## src/rtl/factorial_pkg.sv

```systemverilog
// factorial_pkg: shared widths and FSM encoding
// for the iterative factorial engine.
package factorial_pkg;
   localparam int NUM_W = 4;
   localparam int RES_W = 16;
   localparam int REQ_N = 2;

   typedef enum logic [1:0] {
      IDLE,
      CALC,
      DONE
   } fact_state_t;
endpackage

```

## src/rtl/rr_arbiter2.sv

```systemverilog
// rr_arbiter2: two-way round-robin grant with a
// registered priority pointer that moves on accept.
module rr_arbiter2
   import factorial_pkg::*;
(
   input  logic       clk,
   input  logic       rst_n,
   input  logic [1:0] req,
   input  logic       accept,
   output logic [1:0] grant,
   output logic       grant_id
);
   logic prio_q;
   logic prio_d;

   always_comb begin
      grant = 2'b00;
      unique case (req)
         2'b01:   grant = 2'b01;
         2'b10:   grant = 2'b10;
         2'b11:   grant = prio_q ? 2'b10 : 2'b01;
         default: grant = 2'b00;
      endcase
      grant_id = grant[1];
      prio_d   = prio_q;
      // Next priority goes to whoever lost this round.
      if (accept) prio_d = ~grant_id;
   end

   always_ff @(posedge clk or negedge rst_n) begin
      if (!rst_n) prio_q <= 1'b0;
      else        prio_q <= prio_d;
   end
endmodule

```

## src/rtl/factorial_sequencer.sv

```systemverilog
// factorial_sequencer: shared n! engine, one multiply
// per clock, arbitrated between two requesters.
module factorial_sequencer
   import factorial_pkg::*;
#(
   parameter int NUM_W = factorial_pkg::NUM_W,
   parameter int RES_W = factorial_pkg::RES_W
) (
   input  logic             clk,
   input  logic             rst_n,
   input  logic [1:0]       req_valid,
   input  logic [NUM_W-1:0] req_num0,
   input  logic [NUM_W-1:0] req_num1,
   output logic [1:0]       req_ready,
   output logic             resp_valid,
   input  logic             resp_ready,
   output logic             resp_id,
   output logic [RES_W-1:0] resp_res,
   output logic             resp_ovf,
   output logic             busy
);
   fact_state_t      state_q, state_d;
   logic [NUM_W-1:0] n_q, n_d;
   logic             id_q, id_d;
   logic [RES_W-1:0] acc_q, acc_d;
   logic [NUM_W:0]   cnt_q, cnt_d;
   logic             ovf_q, ovf_d;
   logic             rv_q, rv_d;
   logic             rid_q, rid_d;
   logic [RES_W-1:0] rres_q, rres_d;
   logic             rovf_q, rovf_d;

   logic [RES_W+NUM_W:0] prod;
   logic [1:0]           arb_req;
   logic                 grant_id;
   logic                 accept;

   // Gated by rst_n so req_ready reads 0 while held in reset.
   assign arb_req = (state_q == IDLE && rst_n) ? req_valid : 2'b00;
   assign accept  = |(req_valid & req_ready);

   rr_arbiter2 u_arb (
      .clk      (clk),
      .rst_n    (rst_n),
      .req      (arb_req),
      .accept   (accept),
      .grant    (req_ready),
      .grant_id (grant_id)
   );

   always_comb begin
      state_d = state_q;
      n_d     = n_q;
      id_d    = id_q;
      acc_d   = acc_q;
      cnt_d   = cnt_q;
      ovf_d   = ovf_q;
      rv_d    = rv_q;
      rid_d   = rid_q;
      rres_d  = rres_q;
      rovf_d  = rovf_q;
      prod    = {{(NUM_W+1){1'b0}}, acc_q} * {{RES_W{1'b0}}, cnt_q};
      unique case (state_q)
         IDLE: begin
            if (accept) begin
               n_d     = grant_id ? req_num1 : req_num0;
               id_d    = grant_id;
               acc_d   = RES_W'(1);
               cnt_d   = (NUM_W+1)'(1);
               ovf_d   = 1'b0;
               state_d = CALC;
            end
         end
         CALC: begin
            acc_d = prod[RES_W-1:0];
            ovf_d = ovf_q | (|prod[RES_W+NUM_W:RES_W]);
            cnt_d = cnt_q + 1'b1;
            if (cnt_q >= {1'b0, n_q}) begin
               state_d = DONE;
               rv_d    = 1'b1;
               rres_d  = acc_d;
               rovf_d  = ovf_d;
               rid_d   = id_q;
            end
         end
         DONE: begin
            if (resp_ready) begin
               state_d = IDLE;
               rv_d    = 1'b0;
            end
         end
         default: state_d = IDLE;
      endcase
   end

   always_ff @(posedge clk or negedge rst_n) begin
      if (!rst_n) begin
         state_q <= IDLE;
         n_q     <= '0;
         id_q    <= 1'b0;
         acc_q   <= '0;
         cnt_q   <= '0;
         ovf_q   <= 1'b0;
         rv_q    <= 1'b0;
         rid_q   <= 1'b0;
         rres_q  <= '0;
         rovf_q  <= 1'b0;
      end else begin
         state_q <= state_d;
         n_q     <= n_d;
         id_q    <= id_d;
         acc_q   <= acc_d;
         cnt_q   <= cnt_d;
         ovf_q   <= ovf_d;
         rv_q    <= rv_d;
         rid_q   <= rid_d;
         rres_q  <= rres_d;
         rovf_q  <= rovf_d;
      end
   end

   assign resp_valid = rv_q;
   assign resp_id    = rid_q;
   assign resp_res   = rres_q;
   assign resp_ovf   = rovf_q;
   assign busy       = (state_q != IDLE);
endmodule

```

## config.mk

```make
export PLATFORM = sky130hd
export DESIGN_NAME = factorial_sequencer
export DESIGN_NICKNAME = d
export VERILOG_FILES = /design/src/rtl/factorial_pkg.sv /design/src/rtl/rr_arbiter2.sv /design/src/rtl/factorial_sequencer.sv
export SDC_FILE = /design/constraint.sdc
export NUM_CORES = 1
export LEC_CHECK = 0
export CAP_MARGIN = 30
export CORE_ASPECT_RATIO = 1.1
export CORE_MARGIN = 4
export CORE_UTILIZATION = 65
export CTS_CLUSTER_SIZE = 8
export DETAILED_ROUTE_END_ITERATION = 16
export PLACE_DENSITY = 0.85
export SYNTH_ARGS = -nofsm -noshare
export SYNTH_HDL_FRONTEND = slang
export SYNTH_HIERARCHICAL = 1
export SYNTH_SLANG_ARGS = --single-unit
export TNS_END_PERCENT = 30
```

## constraint.sdc

```tcl
create_clock -name clk -period 10.9 [get_ports clk]
set_input_delay 2.18 -clock clk [delete_from_list [all_inputs] [get_ports clk]]
set_output_delay 2.18 -clock clk [all_outputs]
set_load 0.1 [all_outputs]
```

==> run_results.csv <==
group,metric,value,unit
routing,route.met3.wl,424,um
synth,ys.flop_type,"dfrtp_1",
timing,hold_viol,0,
setup_path,crit_type,"in2out",
placed_design,dp.final_hpwl,7767,um
setup_path,endpoint_kind,"output port",
synth,synth_area,0.004573,mm2
finish,final_cells,598,
clock_network,cts_sinks,49,
setup_path,arrival,4.40,ns
setup_path,critPathMaxStageDelay,1.20,ns
timing,rsz0062_at_grt,"no",
timing,tns,0,ns
routing,drtIter0Drc,179,
clock_network,cts_tree,"yes",
clock_network,post_cts.repair.setup_buffers,0,
run_status,status,"complete, no violations",
routing,wl_per_cell,17.03,um
timing,setup_ws,4.323,ns
pwr,p_switching,0.0006573,W
worst_hold_path,min_from,"resp_res[7]$_DFFE_PN0P_",
finish,final_common_cell,"and2_1",
finish,antenna_cells,0,
clock_network,cts_root_buf,"clkbuf_8",
synth,synth-seq-area-share,26.81,%
clock_network,cts_inserted_buffers,5,
finish,final_cell_mix,"and2_1 (63), inv_1 (60), nand2_1 (55), dfrtp_1 (49), fa_1 (42)",
clock_network,cts_max_path_buffers,2,
finish,areaGrowthSynthToFinish,10.86,%
worst_hold_path,hold_path.class,"reg2reg",
timing,fmax,152.1,MHz
pwr,peakVddDrop,0.2658,mV
grt,overflow,0,
synth,async_flop_share,100.0,%
timing,fin_crit,6.577,ns
clock_network,cts_resized,0,
placed_design,portBuffers,34,
finish,fillers,469,
pwr,power_leakage,2.523,nW
pwr,clockPowerShare,11.2,%
grt,grt_util_all_layers,27.02,%
clock_network,ctsHoldBuffers,0,
job,cap_violations,0,
routing,ant_nets,0,
synth,syn_area_per_cell,9.276,um2
setup_path,crit_start,"rst_n",
floorplan,core,0.006710,mm2
setup_path,path_max_fanout,39,
timing,fin_crit_sh,60.34,%
synth,syn_nets,582,
grt,grt_max_degree,40,
floorplan,rows,31,
pwr,sw_frac_of_total,54.25,%
floorplan,start_util,68.15,%
routing,dr.pass1.iters,4,
clock_network,cts_max_level,2,
timing,drv_slew,0,
timing,final.setup_skew,0.01256,ns
floorplan,die_h,95.97,um
floorplan,fp.dieW,87.98,um
pwr,power_density,239.0,mW/mm2
routing,wl_met2,5460,um
routing,routed_wl,10180,um
finish,drive_gt1_share,5.814,%
setup_path,startpoint_type,"input port",
synth,ys_warn_count,6,
floorplan,die_area,0.008443,mm2
placed_design,place_ws,4.289,ns
pwr,seqPwrFrac,29.4,%
grt,antenna_found_initial,0,
floorplan,ios,35,
synth,synth_cells,493,
finish,nNetsFinal,604,
pwr,combPwrFrac,59.4,%
grt,grt_pass1_wl,17880,um
routing,drc_errors,0,
routing,top_layer_used,"met4",
setup_path,reg2reg_slack,6.11,ns
clock_network,clkLatencyLatePin,0.31,ns
placed_design,dp.cells,590,
setup_path,slowest_stage,"clkdlybuf4s50_1",
setup_path,cp.required,8.72,ns
routing,m1WireLength,4060,um
placed_design,gp_congestion,0.8389,
finish,utilization,75.55,%
setup_path,crit_chain,"buf_2 -> buf_12 -> and3_1 -> a21boi_0 -> clkdlybuf4s50_1",
grt,grt_pass1_vias,3879,
clock_network,clk_pin_slew_worst_paths,0.09,ns
routing,vias,3579,
timing,slew_headroom,32.44,%
pwr,internal-power,0.0005544,W
timing,final-setup-viol-count,0,
timing,tightest_slew,1.010,ns
setup_path,crit-reg2reg-launch,"cnt_q[3]$_DFFE_PN0P_",
synth,synth_edf_count,0,
synth,synth.distinct_cells,46,
synth,synth_seq_cells,49,
routing,vias_per_cell,5.985,
==> state kept, by name, summed over array words and instances (netlist names) <==
name / cells
state_q: 2
ovf_q: 1
resp_ovf: 1
resp_id: 1
cnt_q: 5
resp_res: 16
resp_valid: 1
u_arb/prio_q: 1
n_q: 4
acc_q: 16
id_q: 1
==> synthesized netlist by cell type (2+ instances only) <==
cell type / instances / area share, %
o21ai_0: 23 / 2.5
nor3_1: 5 / 0.55
nand4_1: 2 / 0.27
a211oi_1: 5 / 0.82
a21boi_0: 3 / 0.49
and2_1: 63 / 8.6
ha_1: 34 / 9.3
nand3_1: 4 / 0.44
and3_1: 2 / 0.27
buf_2: 2 / 0.22
clkbuf_1: 17 / 1.4
a21oi_1: 27 / 3.0
nor2_1: 13 / 1.1
a22o_1: 6 / 1.1
o22ai_1: 9 / 1.2
nand2_1: 55 / 4.5
mux2_2: 10 / 2.5
dfrtp_1: 49 / 27
fa_1: 42 / 18
o21bai_1: 2 / 0.33
o211ai_1: 2 / 0.33
inv_1: 60 / 4.9
a31oi_1: 5 / 0.68
xnor2_1: 10 / 1.9
a211oi_2: 2 / 0.55
xor2_1: 7 / 1.3
o21a_1: 2 / 0.33
mux2i_1: 4 / 0.88
a21o_1: 8 / 1.3
nand2b_1: 4 / 0.55
==> critical path, delay by kind of cell <==
family | cells | cell delay, ns
AOI/OAI and AO/OA | 1 | 0.25
and+or+nand+nor | 1 | 0.20
buffers and inverters | 3 | 1.76
==> power by group through the flow <==
stage / combinational, W / clock [W] / sequential, W
4_1_cts: 0.000724 / 0.000136 / 0.000354
3_5_place_dp: 0.000719 / 0 / 0.000357
3_3_place_gp: 0.000694 / 0 / 0.000354
5_1_grt: 0.000786 / 0.000143 / 0.000369
6_report: 0.000720 / 0.000135 / 0.000356
2_1_floorplan: 0.000394 / 0 / 0.000491
==> cell type report <==
type / count / area [um2] / share of cell area (%)
multi-input cells: 363 / 3037 / 59.90
repair buffers: 36 / 362.8 / 7.157
clock inverters: 1 / 30.03 / 0.5923
well taps: 82 / 102.6 / 2.024
flip-flops and latches: 49 / 1226 / 24.19
clock buffers: 7 / 86.33 / 1.703
inverters: 60 / 225.2 / 4.442
==> metrics by stage <==
step | instance area, um2 | hold WS (ns) | power [W]
6_report | 5070 | 0.5012 | 0.001212
5_1_grt | 5070 | 0.5347 | 0.001297
4_1_cts | 5070 | 0.4935 | 0.001214
3_5_place_dp | 4954 | 0.4730 | 0.001076
3_3_place_gp | 4933 | 0.4649 | 0.001047
2_1_floorplan | 4573 | 0.4767 | 0.0008853
==> metal layers <==
metal	track usage, %	vias to the layer above
li1	-	1660
met1	33.03	1787
met2	49.06	109
met3	3.938	23
met4	8.184	0
met5	0	-
==> path summary, 6_finish.rpt <==
| kind | endpoint | depth (start not counted) |
|---|---|---|
| worst max-delay path | req_ready[0] | 5 |
| worst min register to register | resp_res[7]$_DFFE_PN0P_ | 2 |
| max in group asynchronous | cnt_q[2]$_DFFE_PN0P_ | 2 |
| min in group asynchronous | resp_res[13]$_DFFE_PN0P_ | 1 |
| worst max register to register | resp_ovf$_DFFE_PN0P_ | 14 |
| worst min-delay path | resp_res[7]$_DFFE_PN0P_ | 2 |
==> cells by family (layout without fill, tap and decap cells) <==
| family | after synthesis | after routing | share of synthesized area, % |
|---|---|---|---|
| AND/OR/NAND/NOR | 152 | 152 | 16.85 |
| buffers and inverters | 81 | 104 | 6.785 |
| adder cells (fa/ha/maj) | 76 | 76 | 27.69 |
| multiplexers | 14 | 14 | 3.338 |
| AO/OA/AOI/OAI | 104 | 104 | 15.27 |
| flip-flops | 49 | 49 | 26.81 |
| XOR/XNOR | 17 | 17 | 3.256 |
Note: power is estimated with default switching activity, not from simulation.
